[src/rtl/mmss_timer_counter.sv]
// ---------------------------------------------------------------------------
// mmss_timer_counter
//
// BCD minutes:seconds counter for the stopwatch display path. It counts up
// as a stopwatch or down as a countdown timer. A built-in prescaler makes the
// one-second tick from clk. Each digit can be written directly, and written
// values are clamped to the legal range.
//
// Parameters
//   TICK_DIV  clk cycles per count step (>= 1; 1 = step every enabled cycle)
//   MAX_MIN   highest minute value (1..99)
//   WRAP      up-count at MAX_MIN:59: 1 = wrap to 00:00, 0 = saturate + done
//
// Ports
//   clk        system clock
//   rst        synchronous, active-high reset (overrides every other input)
//   run        1 = prescaler advances and the count steps; 0 = everything held
//   mode_down  0 = count up, 1 = count down
//   adj_we     single-cycle digit write strobe
//   adj_sel    digit select: 0 min_t, 1 min_o, 2 sec_t, 3 sec_o
//   adj_val    BCD value to write (clamped)
//   min_t/min_o/sec_t/sec_o  registered digit outputs
//   step       1-cycle pulse in the cycle updated digits first appear
//   wrapped    1-cycle pulse alongside step when the up-count wraps to 00:00
//   done       sticky: countdown reached 00:00, or the up-count saturated
// ---------------------------------------------------------------------------
module mmss_timer_counter #(
  parameter int TICK_DIV = 100000000,
  parameter int MAX_MIN  = 99,
  parameter bit WRAP     = 1'b1
) (
  input  logic       clk,
  input  logic       rst,
  input  logic       run,
  input  logic       mode_down,
  input  logic       adj_we,
  input  logic [1:0] adj_sel,
  input  logic [3:0] adj_val,
  output logic [3:0] min_t,
  output logic [3:0] min_o,
  output logic [3:0] sec_t,
  output logic [3:0] sec_o,
  output logic       step,
  output logic       wrapped,
  output logic       done
);

  // Prescaler width. Keep at least one bit so that TICK_DIV = 1 still elaborates.
  localparam int              PW       = (TICK_DIV > 1) ? $clog2(TICK_DIV) : 1;
  localparam logic [PW-1:0]   PRE_LAST = PW'(TICK_DIV - 1);

  // The minute limit split into BCD digits. Minute comparisons are done digit by digit.
  localparam logic [3:0]      MAX_T    = 4'(MAX_MIN / 10);
  localparam logic [3:0]      MAX_O    = 4'(MAX_MIN % 10);

  typedef enum logic [1:0] {
    SEL_MIN_T = 2'd0,
    SEL_MIN_O = 2'd1,
    SEL_SEC_T = 2'd2,
    SEL_SEC_O = 2'd3
  } digit_sel_e;

  typedef struct packed {
    logic [3:0] mt;
    logic [3:0] mo;
    logic [3:0] st;
    logic [3:0] so;
  } mmss_t;

  logic [PW-1:0] pre_q;
  logic [PW-1:0] pre_d;
  mmss_t         cur;
  mmss_t         nxt;
  logic          step_d;
  logic          wrapped_d;
  logic          done_d;
  logic          mode_q;
  logic          tick;
  logic          done_eff;
  logic          at_top;
  logic          at_zero;
  logic          at_one;

  assign cur = '{mt: min_t, mo: min_o, st: sec_t, so: sec_o};

  // The tick is only real when the prescaler actually advances in this cycle.
  assign tick     = run && !adj_we && (pre_q == PRE_LAST);

  // A change of direction releases a sticky done. It is seen as a mismatch against
  // last cycle's mode. Because it is folded in here, a tick in the same cycle
  // already steps in the new direction.
  assign done_eff = done && (mode_down == mode_q);

  assign at_top   = (cur.mt == MAX_T) && (cur.mo == MAX_O) &&
                    (cur.st == 4'd5)  && (cur.so == 4'd9);
  assign at_zero  = (cur == '0);
  assign at_one   = (cur.mt == 4'd0) && (cur.mo == 4'd0) &&
                    (cur.st == 4'd0) && (cur.so == 4'd1);

  // NOTE: every signal this block drives gets a default first, so no path can
  // leave one unassigned and infer a latch.
  always_comb begin
    pre_d     = pre_q;
    nxt       = cur;
    step_d    = 1'b0;
    wrapped_d = 1'b0;
    done_d    = done_eff;

    if (adj_we) begin
      // A write wins over a coincident tick. The partial second is discarded.
      pre_d  = '0;
      done_d = 1'b0;
      unique case (digit_sel_e'(adj_sel))
        SEL_MIN_T: nxt.mt = (adj_val > MAX_T) ? MAX_T : adj_val;
        SEL_MIN_O: nxt.mo = (adj_val > 4'd9)  ? 4'd9  : adj_val;
        SEL_SEC_T: nxt.st = (adj_val > 4'd5)  ? 4'd5  : adj_val;
        SEL_SEC_O: nxt.so = (adj_val > 4'd9)  ? 4'd9  : adj_val;
        default:   nxt    = cur;
      endcase
      // After the write, the tens digit is always <= MAX_T. So the only way the
      // minutes can exceed the limit is through the ones digit when tens == MAX_T.
      if ((nxt.mt > MAX_T) || ((nxt.mt == MAX_T) && (nxt.mo > MAX_O))) begin
        nxt.mo = MAX_O;
      end
    end else if (run) begin
      pre_d = tick ? '0 : pre_q + PW'(1);

      if (tick && !done_eff) begin
        if (!mode_down) begin
          // Up-count
          if (at_top) begin
            if (WRAP) begin
              nxt       = '0;
              step_d    = 1'b1;
              wrapped_d = 1'b1;
            end else begin
              // Saturate: hold the digits and report done. No step is generated.
              done_d = 1'b1;
            end
          end else begin
            step_d = 1'b1;
            if (cur.so != 4'd9) begin
              nxt.so = cur.so + 4'd1;
            end else begin
              nxt.so = 4'd0;
              if (cur.st != 4'd5) begin
                nxt.st = cur.st + 4'd1;
              end else begin
                nxt.st = 4'd0;
                if (cur.mo != 4'd9) begin
                  nxt.mo = cur.mo + 4'd1;
                end else begin
                  nxt.mo = 4'd0;
                  nxt.mt = cur.mt + 4'd1;
                end
              end
            end
          end
        end else begin
          // Down-count
          if (at_zero) begin
            // Already at zero (e.g. after an adjust). Flag done and leave the digits as they are.
            done_d = 1'b1;
          end else begin
            step_d = 1'b1;
            done_d = at_one;
            if (cur.so != 4'd0) begin
              nxt.so = cur.so - 4'd1;
            end else begin
              nxt.so = 4'd9;
              if (cur.st != 4'd0) begin
                nxt.st = cur.st - 4'd1;
              end else begin
                nxt.st = 4'd5;
                if (cur.mo != 4'd0) begin
                  nxt.mo = cur.mo - 4'd1;
                end else begin
                  nxt.mo = 4'd9;
                  nxt.mt = cur.mt - 4'd1;
                end
              end
            end
          end
        end
      end
    end
  end

  // NOTE: state registers use non-blocking assignments only. Then every flop
  // samples the values from before the edge, whatever the order of evaluation.
  always_ff @(posedge clk) begin
    if (rst) begin
      pre_q   <= '0;
      min_t   <= 4'd0;
      min_o   <= 4'd0;
      sec_t   <= 4'd0;
      sec_o   <= 4'd0;
      step    <= 1'b0;
      wrapped <= 1'b0;
      done    <= 1'b0;
    end else begin
      pre_q   <= pre_d;
      min_t   <= nxt.mt;
      min_o   <= nxt.mo;
      sec_t   <= nxt.st;
      sec_o   <= nxt.so;
      step    <= step_d;
      wrapped <= wrapped_d;
      done    <= done_d;
    end
  end

  // NOTE: the mode history deliberately has no reset. It follows mode_down even
  // while rst is asserted. So the first cycle after reset never sees a false
  // mode change.
  always_ff @(posedge clk) begin
    mode_q <= mode_down;
  end

endmodule

[config.mk]
export PLATFORM = sky130hd
export DESIGN_NAME = mmss_timer_counter
export DESIGN_NICKNAME = d
export VERILOG_FILES = /design/src/rtl/mmss_timer_counter.sv
export SDC_FILE = /design/constraint.sdc
export NUM_CORES = 1
export LEC_CHECK = 0
export ABC_AREA = 0
export CORE_UTILIZATION = 50
export CTS_CLUSTER_DIAMETER = 120
export CTS_CLUSTER_SIZE = 20
export DETAILED_ROUTE_END_ITERATION = 8
export PLACE_DENSITY = 0.73
export RECOVER_POWER = 25
export SLEW_MARGIN = 20
export SYNTH_ARGS = -nofsm -noshare
export SYNTH_HDL_FRONTEND = slang
export SYNTH_SLANG_ARGS = --single-unit
[constraint.sdc]
create_clock -name clk -period 2.3 [get_ports clk]
set_input_delay 0.23 -clock clk [delete_from_list [all_inputs] [get_ports clk]]
set_output_delay 0.23 -clock clk [all_outputs]
set_load 0.01 [all_outputs]
# ---- After elaboration in Yosys (flattened, before gate mapping)
# Index checks and enable logic that the tools add are counted.
dict set report op_classes {
  addsub 9
  multipliers 0
  n_div 0
  order_cmp 4
  n_eq_ne 23
  shifts 0
  mux 35
  n_bitwise 2
  reduce_logical 31
}
# cell count
set op_table {}
lappend op_table {{2-to-1 mux 16 bit} 6}
lappend op_table {{2-to-1 mux 4 bit} 17}
lappend op_table {{adder 27 x 1 -> 27 bit (second input constant)} 1}
lappend op_table {{equality test 27 bit (second input constant)} 1}
lappend op_table {{2-to-1 mux 27 bit} 1}
lappend op_table {{2-to-1 mux 12 bit} 2}
lappend op_table {{!= test 4 bit (second input constant)} 5}
lappend op_table {{adder 4 x 1 -> 4 bit (second input constant)} 4}
lappend op_table {{equality test 4 bit (second input constant)} 4}
lappend op_table {{zero test 16 bit} 1}
lappend op_table {{2-to-1 mux 8 bit} 2}
lappend op_table {{subtractor 4 x 1 -> 4 bit (second input constant)} 4}
lappend op_table {{> comparator 4 bit (second input constant)} 3}
lappend op_table {{zero test 4 bit} 3}
lappend op_table {{!= test 3 bit (second input constant)} 4}
lappend op_table {{nonzero test 4 bit} 3}
lappend op_table {{logical AND 1 bit} 11}
lappend op_table {{AND reduction 9 bit} 1}
lappend op_table {{2-to-1 mux 1 bit} 7}
lappend op_table {{AND reduction 7 bit} 1}
lappend op_table {{AND reduction 6 bit} 1}
lappend op_table {{OR reduction 5 bit} 1}
lappend op_table {{equality test 2 bit (second input constant)} 2}
lappend op_table {{equality test 4 x 1 -> 1 bit (second input constant)} 1}
lappend op_table {{14 further kinds} 18}
dict set report word_totals {
  regBits 47
  latch_bits 0
  ram_bits 0
  romBits 0
  wordCells 113
  n_memories 0
}

# ---- Depth between registers and ports, before layout
# Gate-level depths: netlist of run 1.
dict set report depth {
  word_depth 9
  mapped_depth 8
  depth_no_buf 7
}

# ---- Least setup slack after synthesis of run 1
# OpenSTA, ideal clock, no wires.
dict set report synth_timing {
  kind {register -> register}
  from {register sec_o[3]}
  to {register min_o[0]}
  setup_time_ns 0.117
  t_arrival_ns 1.742
  slack_ns 0.440
  stages_incl_launch_ff 8
  n_path_buf 2
  period_less_slack_ns 1.860
  path_cell_list {dfxtp_1 buf_6 or4_4 a32oi_2 o21a_1 buf_6 nand4_1 a32o_1}
}
dict set report synth_via {
  elab_chain_len 7
  word_cells_on_any_way 15
  cone_classes {6 x eq/ne; 5 x mux; 4 x reduce/logical}
}
# element line
set synth_lines {}
lappend synth_lines {{start: declaration} 42} ;# output logic [3:0] sec_o,
lappend synth_lines {{start signal: assignment} 206} ;# sec_o <= nxt.so;
lappend synth_lines {{equality test 4 bit} 95} ;# (cur.st == 4'd5) && (cur.so == 4'd9);
lappend synth_lines {{logical AND 1 bit} 95}
lappend synth_lines {{2-to-1 mux 16 bit} 131} ;# if (at_top) begin
lappend synth_lines {{2-to-1 mux 16 bit} 129} ;# if (!mode_down) begin
lappend synth_lines {{2-to-1 mux 16 bit} 128} ;# if (tick && !done_eff) begin
lappend synth_lines {{2-to-1 mux 16 bit} 125} ;# end else if (run) begin
lappend synth_lines {{2-to-1 mux 16 bit} 109} ;# if (adj_we) begin
lappend synth_lines {{end signal: assignment} 204} ;# min_o <= nxt.mo;
lappend synth_lines {{end: declaration} 40} ;# output logic [3:0] min_o,
# Parallel ways exist; a longest one is shown, timed or not. The select of a mux whose other input is x is not followed.
# A chain may end at the register's enable or synchronous reset.

# ---- Final worst setup path of run 1
dict set report layout_timing {
  from {input mode_down}
  to {register min_t[3]}
}
dict set report layout_via {
  elab_chain_len 6
  word_cells_on_any_way 17
  cone_classes {8 x eq/ne; 4 x mux; 5 x reduce/logical}
}
# element line
set layout_lines {}
lappend layout_lines {{start: declaration} 35} ;# input logic mode_down,
lappend layout_lines {{equality test 1 bit} 92} ;# assign done_eff = done && (mode_down == mode_q);
lappend layout_lines {{logical AND 1 bit} 92}
lappend layout_lines {{zero test 1 bit} 128}
lappend layout_lines {{logical AND 1 bit} 128}
lappend layout_lines {{nonzero test 2 bit (no line)} --}
lappend layout_lines {{AND reduction 9 bit (no line)} --}
lappend layout_lines {{end signal: assignment} 203} ;# min_t <= nxt.mt;
lappend layout_lines {{end: declaration} 39} ;# output logic [3:0] min_t,
# Parallel ways exist; a longest one is shown, timed or not. The select of a mux whose other input is x is not followed.

==> impl_results.md, run 1 <==
- Status: complete, no violations
- Share of cells above drive strength 1: 11.95%
- H-tree depth: 2
- Hold WS: 536.4 ps
- Post-Synth XOR/XNOR Area: 7.772%
- Worst setup EP type: register
- VDD IR max: 0.4627 mV
- Core ar.: 0.006314 mm²
- Ys async rst share: 0%
- Number of buffers created by CTS: 5
- Relative slew slack: 62.28%
- Syn Inst Count: 415
- Synth-to-Final Area Change: 18.22%
- # rows: 29
- Post-Synth Adder-Cell Area: 1.914%
- TritonRoute pass-1 iters: 5
- Final period utilization: 90.80%
- GRT Total Usage: 25.30%
- Num Clock Sinks: 47
- Final global-route overflow total: 0
- First-pass GRT wire length: 14.34 mm
- Clock transition at path regs: 90 ps
- Buf+Inv Stages, Crit Path: 2
- Ant diodes: 0
- Crit path max-delay family: compound AO/OA/AOI/OAI gates
- Leading area contributor after synthesis: dfxtp_1
- Hold WC Path Type: register to register
- Maximum clock path buffer count: 2
- Synth Flop Type: dfxtp_1
- Compound-gate portion of the synthesized area: 19.60%
- Least-Margin Pin Slew: 562.1 ps
- Setup TNS Final: 0 ps
- Largest net degree at the start of global routing: 29
- Die X-Extent: 82.85 µm
- Initial antenna violation count: 0
- Count of nets after finishing: 468
- Post-CTS resize count: 0
- Die Y: 82.85 µm
- I/O Buffers: 29
- Worst setup margin: 211.6 ps
- Max Clock Skew: 8.861 ps
- First DRT Iteration DRCs: 150
- Worst path required time: 2510 ps
- Commonest non-fill, non-tap cell in the layout: nor2_1
- # Post-CTS Setup Buffers: 0
- Mapped Nets: 431
- Top Ports: 30
- Warnings, synthesis: 0
- Fin. max-slew vios: 0
- CP max stage delay: 610 ps
- Vias in the first global route: 2,998
- DRT Wirelength: 8.454 mm
- CP Class: input port to register
- Initial Util: 51.76%
- DR vias: 3,260
- Wire per inst: 15.98 µm
- Maximum clock frequency: 0.4788 GHz
- Library cells used by synthesis: 66
- Routability congestion estimate: 0.9339
- Clock latency at the later pin of the worst-skew pair: 300 ps
- Synth Area in Simple Gates: 32.58%
- Routed Antenna Nets: 0
- Area share of the largest cell type after synthesis: 28.79%
- DRC Markers: 0
- Hold buffers post-CTS: 0
- Pwr Density: 504.0 mW/mm²
- Post-DP HPWL: 6.069 mm
- Shortest period the worst path allows: 2088 ps
- RSZ-0062 raised after global routing: false
- Worst path slowest cell: clkdlybuf4s50_1
- Most frequent cells in the layout: 51 x nor2_1, 47 x dfxtp_1, 29 x buf_4
- Clk root buf: clkbuf_8
- Multiplexer area fraction after synthesis: 3.828%
- Die area: 0.006863 mm²
- Crit path launch type: input port
- Final setup vio count: 0
- Mapped Area: 0.003268 mm²
- CTS tree: done
- Critical Path, Cell by Cell: clkdlybuf4s50_1 -> buf_4 -> nor2b_1 -> a32oi_2 -> o21a_1 -> a41oi_2 -> a311oi_1
- Critical path arrival: 2300 ps
- Post-synth EDFFs: 0
- Combinational family with the most area after synthesis: simple AND/OR/NAND/NOR gates
- #FFs+latches synth: 47
- Pre-CTS WS: -16.01 ps
- Fin util: 61.20%
- Endpoints failing hold: 0
- Post-synthesis sequential area ratio: 28.79%
- CP max FO: 13
- Top cells by area, synth: dfxtp_1 29%, xnor2_1 5.9%, nor2_1 5.9%
- P_leak: 1.334 nW
- Mean Syn Cell Area: 7.875 µm²
- Max-cap violations: 0
- DR vias/cell: 6.163
- R2R setup slack: 230 ps
==> where the power goes <==
| part | total (mW) | switching (mW) | leakage (nW) | internal (mW) |
|---|---|---|---|---|
| clock network | 0.595 | 0.276 | 0.0513 | 0.319 |
| registers | 0.872 | 0.0358 | 0.381 | 0.836 |
| logic | 0.481 | 0.256 | 0.901 | 0.225 |
| total | 1.95 | 0.567 | 1.33 | 1.38 |
==> area by class of cell <==
type                    instances  area [µm²]
repair buffers                 61       535.5
well taps                      77       96.34
multi-input cells             326        2147
clock inverters                 1       30.03
flip-flops and latches         47       940.9
clock buffers                   6       72.57
inverters                      11       41.29
fillers                       571        2450
==> registers in the layout (all words and copies together), names as in the netlist <==
signal   cells
sec_t        4
mode_q       1
wrapped      1
min_o        4
done         1
step         1
sec_o        4
min_t        4
pre_q       27
==> synthesized netlist by cell type (3+ instances only) <==
| cell type | count |
|---|---|
| dfxtp_1 | 47 |
| a31oi_1 | 9 |
| mux2_2 | 4 |
| nor3_1 | 15 |
| a21oi_1 | 14 |
| o21a_1 | 3 |
| and3_1 | 5 |
| nand3_1 | 9 |
| a21o_1 | 3 |
| nor4b_1 | 6 |
| a311oi_1 | 3 |
| clkbuf_1 | 19 |
| and4_1 | 6 |
| nand2b_1 | 10 |
| o21ai_1 | 3 |
| and4b_1 | 3 |
| or2_2 | 5 |
| ha_1 | 5 |
| buf_2 | 6 |
| xnor2_1 | 22 |
| inv_1 | 11 |
| mux2i_1 | 8 |
| a211oi_1 | 7 |
| o21ai_0 | 12 |
| a32o_1 | 3 |
| nand4_1 | 15 |
| nor2_1 | 51 |
| or3_1 | 3 |
| nor3b_1 | 3 |
| nand2_1 | 22 |
| nand3b_1 | 5 |
| o31ai_1 | 4 |
| xor2_1 | 7 |
| buf_1 | 4 |
| nor4_1 | 10 |
| a211o_1 | 4 |
| nor2b_1 | 12 |
==> metrics by stage <==
stage | area (µm²) | instances | power [mW]
finish | 3864 | 529 | 1.947
global route | 3864 | 529 | 2.036
CTS | 3871 | 529 | 1.956
detailed placement | 3769 | 522 | 1.369
global placement | 3769 | 522 | 1.360
floorplan | 3268 | 415 | 1.187
==> per-layer routing <==
layer	wire length [µm]	track usage, %	vias to the layer above
met5	0	0	-
met4	279	11.91	0
met3	396	3.181	18
met2	4084	42.47	118
met1	3694	32.21	1525
li1	-	-	1599
==> tightest hold or removal path, stage by stage (launching register included) <==
cell and delay (ps):
dfxtp_1 350, xnor2_1 80, nor2_1 70
==> cells by family after synthesis <==
| logic type | after synthesis |
|---|---|
| and+or+nand+nor | 191 |
| AOI/OAI and AO/OA | 89 |
| DFF | 47 |
| buffers and inverters | 42 |
| xor gates and xnor gates | 29 |
| muxes | 12 |
| adders and majority gates | 5 |
==> worst paths after layout <==
kind	from	end	depth (start not counted)
setup / recovery	mode_down	min_t[3]$_SDFFE_PP0P_	7
hold / removal	pre_q[26]$_SDFFE_PP0P_	pre_q[26]$_SDFFE_PP0P_	2
setup reg to reg	pre_q[8]$_SDFFE_PP0P_	sec_o[2]$_SDFFE_PP0P_	5
hold reg to reg	pre_q[26]$_SDFFE_PP0P_	pre_q[26]$_SDFFE_PP0P_	2
No activity file was read; power rests on OpenSTA's default activity.
==> run 2: changes to the inputs <==
--- a/config.mk
+++ b/config.mk
@@ -12,6 +12,7 @@
 export DETAILED_ROUTE_END_ITERATION = 8
 export PLACE_DENSITY = 0.73
 export RECOVER_POWER = 25
+export REMOVE_ABC_BUFFERS = 1
 export SLEW_MARGIN = 20
 export SYNTH_ARGS = -nofsm -noshare
 export SYNTH_HDL_FRONTEND = slang
==> impl_results.md, run 2 (same netlist as run 1, synthesis figures left out) <==
- Crit path max-delay family: buffers and inverters (was compound AO/OA/AOI/OAI gates)
- Hold buffers post-CTS: 0 (unchanged)
- Crit path to: sec_t[2]$_SDFFE_PP0P_ (was min_t[3]$_SDFFE_PP0P_)
- Worst setup margin: 209.1 ps (was 211.6 ps)
- # rows: 29 (unchanged)
- Post-CTS resize count: 0 (unchanged)
- Max Clock Skew: 7.391 ps (was 8.861 ps)
- Maximum clock frequency: 0.4783 GHz (was 0.4788 GHz)
- Share of cells above drive strength 1: 12.80% (was 11.95%)
- Clock latency at the later pin of the worst-skew pair: 300 ps (about the same)
- Commonest non-fill, non-tap cell in the layout: nor2_1 (unchanged)
- Top Ports: 30 (unchanged)
- Post-route insts no fill: 530 (was 529)
- Wire per inst: 16.16 µm (was 15.98 µm)
- Die Y: 82.85 µm (unchanged)
- Initial antenna violation count: 0 (unchanged)
- Setup crit start: mode_down (unchanged)
- Core ar.: 0.006314 mm² (unchanged)
- DR vias/cell: 6.243 (was 6.163)
- DR vias: 3,309 (was 3,260)
- Hold WC Path Type: register to register (unchanged)
- Largest net degree at the start of global routing: 33 (was 29)
- CP max FO: 16 (was 13)
- Routed Antenna Nets: 0 (unchanged)
- Shortest period the worst path allows: 2091 ps (was 2088 ps)
- GRT Total Usage: 24.70% (was 25.30%)
- Critical Path, Cell by Cell: dlygate4sd3_1 -> buf_12 -> nor4b_1 -> nand4_1 -> o211ai_1 -> nor2_1 -> a311oi_1 (was clkdlybuf4s50_1 -> buf_4 -> nor2b_1 -> a32oi_2 -> o21a_1 -> a41oi_2 -> a311oi_1)
- Buf+Inv Stages, Crit Path: 2 (unchanged)
- # Post-CTS Setup Buffers: 0 (unchanged)
- I/O Buffers: 29 (unchanged)
- P_leak: 1.347 nW (was 1.334 nW)
- Endpoints failing hold: 0 (unchanged)
- CP Class: input port to register (unchanged)
- Die area: 0.006863 mm² (unchanged)
- Comb pwr share: 26.0% (was 24.7%)
- Maximum clock path buffer count: 2 (unchanged)
- Worst path slowest cell: dlygate4sd3_1 (was clkdlybuf4s50_1)
- Crit path launch type: input port (unchanged)
- Status: complete, no violations (unchanged)
- VDD IR max: 0.3400 mV (was 0.4627 mV)
- Relative slew slack: 64.41% (was 62.28%)
- Worst reg2reg path startpoint: sec_t[0]$_SDFFE_PP0P_ (was pre_q[8]$_SDFFE_PP0P_)
- Reg2Reg Depth: 6 (was 5)
- Fin util: 61.69% (was 61.20%)
- DRT Wirelength: 8.564 mm (was 8.454 mm)
- Clk root buf: clkbuf_8 (unchanged)
- Synth-to-Final Area Change: 19.18% (was 18.22%)
- Final global-route overflow total: 0 (unchanged)
- First DRT Iteration DRCs: 234 (was 150)
- Power Internal: 1.313 mW (was 1.380 mW)
- Fin. max-slew vios: 0 (unchanged)
- Sw Share: 30.40% (was 29.14%)
- Flop pwr share: 46.1% (was 44.8%)
- Pwr Density: 484.5 mW/mm² (was 504.0 mW/mm²)
- Num Clock Sinks: 47 (unchanged)
- DRC Markers: 0 (unchanged)
- Worst setup EP type: register (unchanged)
- Clock transition at path regs: 90 ps (about the same)
- RSZ-0062 raised after global routing: false (unchanged)
- Placed cells: 522 (unchanged)
- Least-Margin Pin Slew: 526.4 ps (was 562.1 ps)
- Count of nets after finishing: 468 (unchanged)
- R2R setup slack: 270 ps (was 230 ps)
- CTS tree: done (unchanged)
- Pre-CTS WS: -8.509 ps (was -16.01 ps)
- TritonRoute pass-1 iters: 5 (unchanged)
- Post-DP HPWL: 6.220 mm (was 6.069 mm)
- Vias in the first global route: 2,943 (was 2,998)
- Most frequent cells in the layout: 51 x nor2_1, 47 x dfxtp_1, 28 x buf_4 (was 51 x nor2_1, 47 x dfxtp_1, 29 x buf_4)
- Ant diodes: 0 (unchanged)
- Initial Util: 51.76% (unchanged)
- Number of buffers created by CTS: 5 (unchanged)
- Largest register FFs: 27 (unchanged)
- Routability congestion estimate: 0.9244 (was 0.9339)
- Biggest register: pre_q (unchanged)
- Critical path depth: 7 (unchanged)
- Final period utilization: 90.91% (was 90.80%)
- H-tree depth: 2 (unchanged)
- First-pass GRT wire length: 14.19 mm (was 14.34 mm)
- Final setup vio count: 0 (unchanged)
- FF-to-FF End: sec_o[2]$_SDFFE_PP0P_ (unchanged)
- Worst path required time: 2510 ps (about the same)
- CP max stage delay: 740 ps (was 610 ps)
- Max-cap violations: 0 (unchanged)
- Die X-Extent: 82.85 µm (unchanged)
- Critical path arrival: 2300 ps (about the same)
- P_sw: 573.7 µW (was 567.5 µW)
- Clock share of power: 27.9% (was 30.5%)
==> run 2: cell types whose count changed in the layout (fill, tap and decap cells not counted), sizes merged <==
cell	before	now
buf	30	31
clkinv	0	1
dlygate4sd3	12	14
bufinv	1	0
clkdlybuf4s50	17	15
==> run 2: area by class of cell <==
cell class	instances	area (µm²)
timing repair buffer	61	564.3
tap	77	96.34
fill	568	2419
sequential	47	940.9
inverter	11	41.29
multi-input combinational	326	2157
clock inverter	1	8.758
clock buffer	7	86.33
==> run 2: power groups by stage <==
stage	registers [mW]	logic [mW]	clock network [mW]
6_report	0.870	0.491	0.526
5_1_grt	0.875	0.530	0.568
4_1_cts	0.869	0.488	0.536
3_5_place_dp	0.888	0.486	0
3_3_place_gp	0.887	0.477	0
2_1_floorplan	0.911	0.238	0
==> run 2: worst reg2reg max path, cell delays in order (launching register included) <==
cell and delay, ps:
dfxtp_1 440, nor4_1 360, buf_4 180, nand4_1 90, o2111ai_1 390, nand2_1 170, mux2_2 300
==> run 2: worst min-delay path by stage <==
stage / startpoint / slack (ps) / cells past startpoint / end
floorplan: mode_down / 260 / 0 / mode_q$_DFF_P_
global placement: pre_q[26]$_SDFFE_PP0P_ / 500 / 2 / pre_q[26]$_SDFFE_PP0P_
detailed placement: pre_q[26]$_SDFFE_PP0P_ / 510 / 2 / pre_q[26]$_SDFFE_PP0P_
CTS: pre_q[26]$_SDFFE_PP0P_ / 530 / 2 / pre_q[26]$_SDFFE_PP0P_
global route: pre_q[16]$_SDFFE_PP0P_ / 580 / 2 / pre_q[16]$_SDFFE_PP0P_
finish: pre_q[26]$_SDFFE_PP0P_ / 530 / 2 / pre_q[26]$_SDFFE_PP0P_
==> run 2: metrics by stage <==
| stage | hold WS [ps] | total power [mW] | TNS [ps] | instance area [µm²] |
|---|---|---|---|---|
| 2_1_floorplan | 257.7 | 1.149 | 0 | 3129 |
| 6_report | 530.9 | 1.887 | 0 | 3895 |
| 5_1_grt | 583.6 | 1.973 | 0 | 3895 |
| 4_1_cts | 533.2 | 1.893 | 0 | 3889 |
| 3_3_place_gp | 501.5 | 1.363 | 0 | 3794 |
| 3_5_place_dp | 511.4 | 1.374 | -14.52 | 3794 |
==> run 2: layer usage <==
metal  GRT usage, %  up-vias  wire length [µm]  share of wire (%)
li1               -     1600                 -                  -
met1          33.44     1592              3901                 46
met2          40.46      105              4112                 48
met3          3.777       12               415                4.8
met4          7.680        0               134                1.6
met5              0        -                 0                  0
==> run 3: changes to the inputs <==
--- a/config.mk
+++ b/config.mk
@@ -6,12 +6,11 @@
 export NUM_CORES = 1
 export LEC_CHECK = 0
 export ABC_AREA = 0
-export CORE_UTILIZATION = 50
+export CORE_UTILIZATION = 58
 export CTS_CLUSTER_DIAMETER = 120
 export CTS_CLUSTER_SIZE = 20
 export DETAILED_ROUTE_END_ITERATION = 8
-export PLACE_DENSITY = 0.73
-export RECOVER_POWER = 25
+export PLACE_DENSITY = 0.82
 export REMOVE_ABC_BUFFERS = 1
 export SLEW_MARGIN = 20
 export SYNTH_ARGS = -nofsm -noshare
==> impl_results.md, run 3 (same netlist as run 1, synthesis figures left out) <==
- Die Y: 77.07 µm (was 82.85 µm)
- Share of cells above drive strength 1: 13.94% (was 12.80%)
- Clk root buf: clkbuf_8 (unchanged)
- Core ar.: 0.005270 mm² (was 0.006314 mm²)
- I/O Buffers: 29 (unchanged)
- Reg2Reg Depth: 5 (was 6)
- # Post-CTS Setup Buffers: 0 (unchanged)
- Relative slew slack: 65.63% (was 64.41%)
- FILL cells: 411 (was 568)
- Clock transition at path regs: 90 ps (about the same)
- Max-cap violations: 0 (unchanged)
- Crit path launch type: register (was input port)
- Wire per inst: 16.78 µm (was 16.16 µm)
- Largest net degree at the start of global routing: 27 (was 33)
- DR vias: 3,363 (was 3,309)
- First DRT Iteration DRCs: 406 (was 234)
- First-pass GRT wire length: 14.78 mm (was 14.19 mm)
- Shortest period the worst path allows: 2125 ps (was 2091 ps)
- H-tree depth: 2 (unchanged)
- Maximum clock frequency: 0.4705 GHz (was 0.4783 GHz)
- Max Clock Skew: 6.689 ps (was 7.391 ps)
- Num Clock Sinks: 47 (unchanged)
- Worst path required time: 2560 ps (was 2510 ps)
- Worst setup EP type: register (unchanged)
- Least-Margin Pin Slew: 514.5 ps (was 526.4 ps)
- Die area: 0.005939 mm² (was 0.006863 mm²)
- Hold Path Stages: 2 (unchanged)
- Worst reg2reg path startpoint: sec_t[0]$_SDFFE_PP0P_ (unchanged)
- CP Class: register to register (was input port to register)
- DRC Markers: 0 (unchanged)
- DR vias/cell: 6.357 (was 6.243)
- Clock latency at the later pin of the worst-skew pair: 310 ps (was 300 ps)
- TritonRoute pass-1 iters: 5 (unchanged)
- P_leak: 1.332 nW (was 1.347 nW)
- FF-to-FF End: min_o[0]$_SDFFE_PP0P_ (was sec_o[2]$_SDFFE_PP0P_)
- Final period utilization: 92.41% (was 90.91%)
- Final global-route overflow total: 0 (unchanged)
- Initial Util: 62.01% (was 51.76%)
- Critical path arrival: 2380 ps (was 2300 ps)
- CTS tree: done (unchanged)
- Register area: 940.9 µm² (unchanged)
- Post-DP HPWL: 6.359 mm (was 6.220 mm)
- Initial antenna violation count: 0 (unchanged)
- Number of buffers created by CTS: 5 (unchanged)
- Routed Antenna Nets: 0 (unchanged)
- VDD IR max: 0.4237 mV (was 0.3400 mV)
- Endpoints failing hold: 0 (unchanged)
- # rows: 26 (was 29)
- R2R setup slack: 170 ps (was 270 ps)
- Die X-Extent: 77.07 µm (was 82.85 µm)
- Total power: 1.916 mW (was 1.887 mW)
- Ant diodes: 0 (unchanged)
- Multi-input logic area: 0.002153 mm² (was 0.002157 mm²)
- Final setup vio count: 0 (unchanged)
- Status: complete, no violations (unchanged)
- Most frequent cells in the layout: 51 x nor2_1, 47 x dfxtp_1, 36 x buf_4 (was 51 x nor2_1, 47 x dfxtp_1, 28 x buf_4)
- RSZ-0062 raised after global routing: false (unchanged)
- Routability congestion estimate: 0.9832 (was 0.9244)
- CP max FO: 14 (was 16)
- DRT Wirelength: 8.874 mm (was 8.564 mm)
- Fin. max-slew vios: 0 (unchanged)
- Hold Path End: pre_q[1]$_SDFFE_PP0P_ (was pre_q[26]$_SDFFE_PP0P_)
- Setup TNS Final: 0 ps (unchanged)
- Count of nets after finishing: 474 (was 468)
- Hold WC Path Type: register to register (unchanged)
- Commonest non-fill, non-tap cell in the layout: nor2_1 (unchanged)
- Hold_sp: pre_q[1]$_SDFFE_PP0P_ (was pre_q[26]$_SDFFE_PP0P_)
- Top Ports: 30 (unchanged)
- GRT Total Usage: 30.84% (was 24.70%)
- Vias in the first global route: 3,070 (was 2,943)
- Synth-to-Final Area Change: 19.75% (was 19.18%)
- Pwr Density: 489.5 mW/mm² (was 484.5 mW/mm²)
- Largest register FFs: 27 (unchanged)
- Fin util: 74.26% (was 61.69%)
- Maximum clock path buffer count: 2 (unchanged)
- Biggest register: pre_q (unchanged)
run 3: worst max path at each step:
| stage | from | slack (ps) | cells past startpoint | end |
|---|---|---|---|---|
| after floorplan | sec_t[2]$_SDFFE_PP0P_ | 430 | 5 | min_t[3]$_SDFFE_PP0P_ |
| after global placement | mode_down | 110 | 6 | min_t[0]$_SDFFE_PP0P_ |
| after CTS | sec_t[0]$_SDFFE_PP0P_ | 170 | 5 | min_o[3]$_SDFFE_PP0P_ |
| after global routing | sec_t[0]$_SDFFE_PP0P_ | 120 | 5 | min_o[3]$_SDFFE_PP0P_ |
| final | sec_t[0]$_SDFFE_PP0P_ | 170 | 5 | min_o[0]$_SDFFE_PP0P_ |
| after detailed placement | mode_down | 60 | 7 | sec_t[2]$_SDFFE_PP0P_ |
run 3: power breakdown:
| group | switching (mW) | internal, mW | leakage (nW) |
|---|---|---|---|
| sequential | 0.0282 | 0.836 | 0.381 |
| clock | 0.309 | 0.219 | 0.0454 |
| combinational | 0.281 | 0.243 | 0.906 |
| total | 0.618 | 1.30 | 1.33 |
run 3: timing repair:
| item | in CTS | in global routing |
|---|---|---|
| resized for setup | 0 | 1 |
| hold buffers | 0 | 0 |
| endpoints found under the setup margin | 0 | 1 |
run 3: cell type report:
class,instances,area share [%]
clock buffers,6,1.854
repair buffers,67,15.35
well taps,70,2.238
multi-input cells,326,55.02
flip-flops and latches,47,24.04
clock inverters,2,0.4476
inverters,11,1.055
run 3: layer usage:
layer	up-vias	share of wire (%)	track usage, %
met1	1544	46	42.68
met2	173	43	47.77
li1	1620	-	-
met3	26	8.4	5.833
met4	0	2.0	10.57
met5	-	0	0
run 3: through the flow:
step	instances	worst slack, ps	instance area, µm²	hold WS [ps]
6_report	529	174.7	3914	548.4
5_1_grt	529	116.2	3914	570.0
4_1_cts	529	170.1	3908	553.1
3_5_place_dp	521	61.57	3817	524.0
3_3_place_gp	521	114.0	3817	509.3
2_1_floorplan	384	427.5	3129	257.7
run 3: worst max-delay path, cell delays in order, from the launching register on:
cell	delay [ps]
dfxtp_1	610
nor4bb_2	460
nand2_1	190
o21a_1	230
nor3_2	370
a32o_1	230
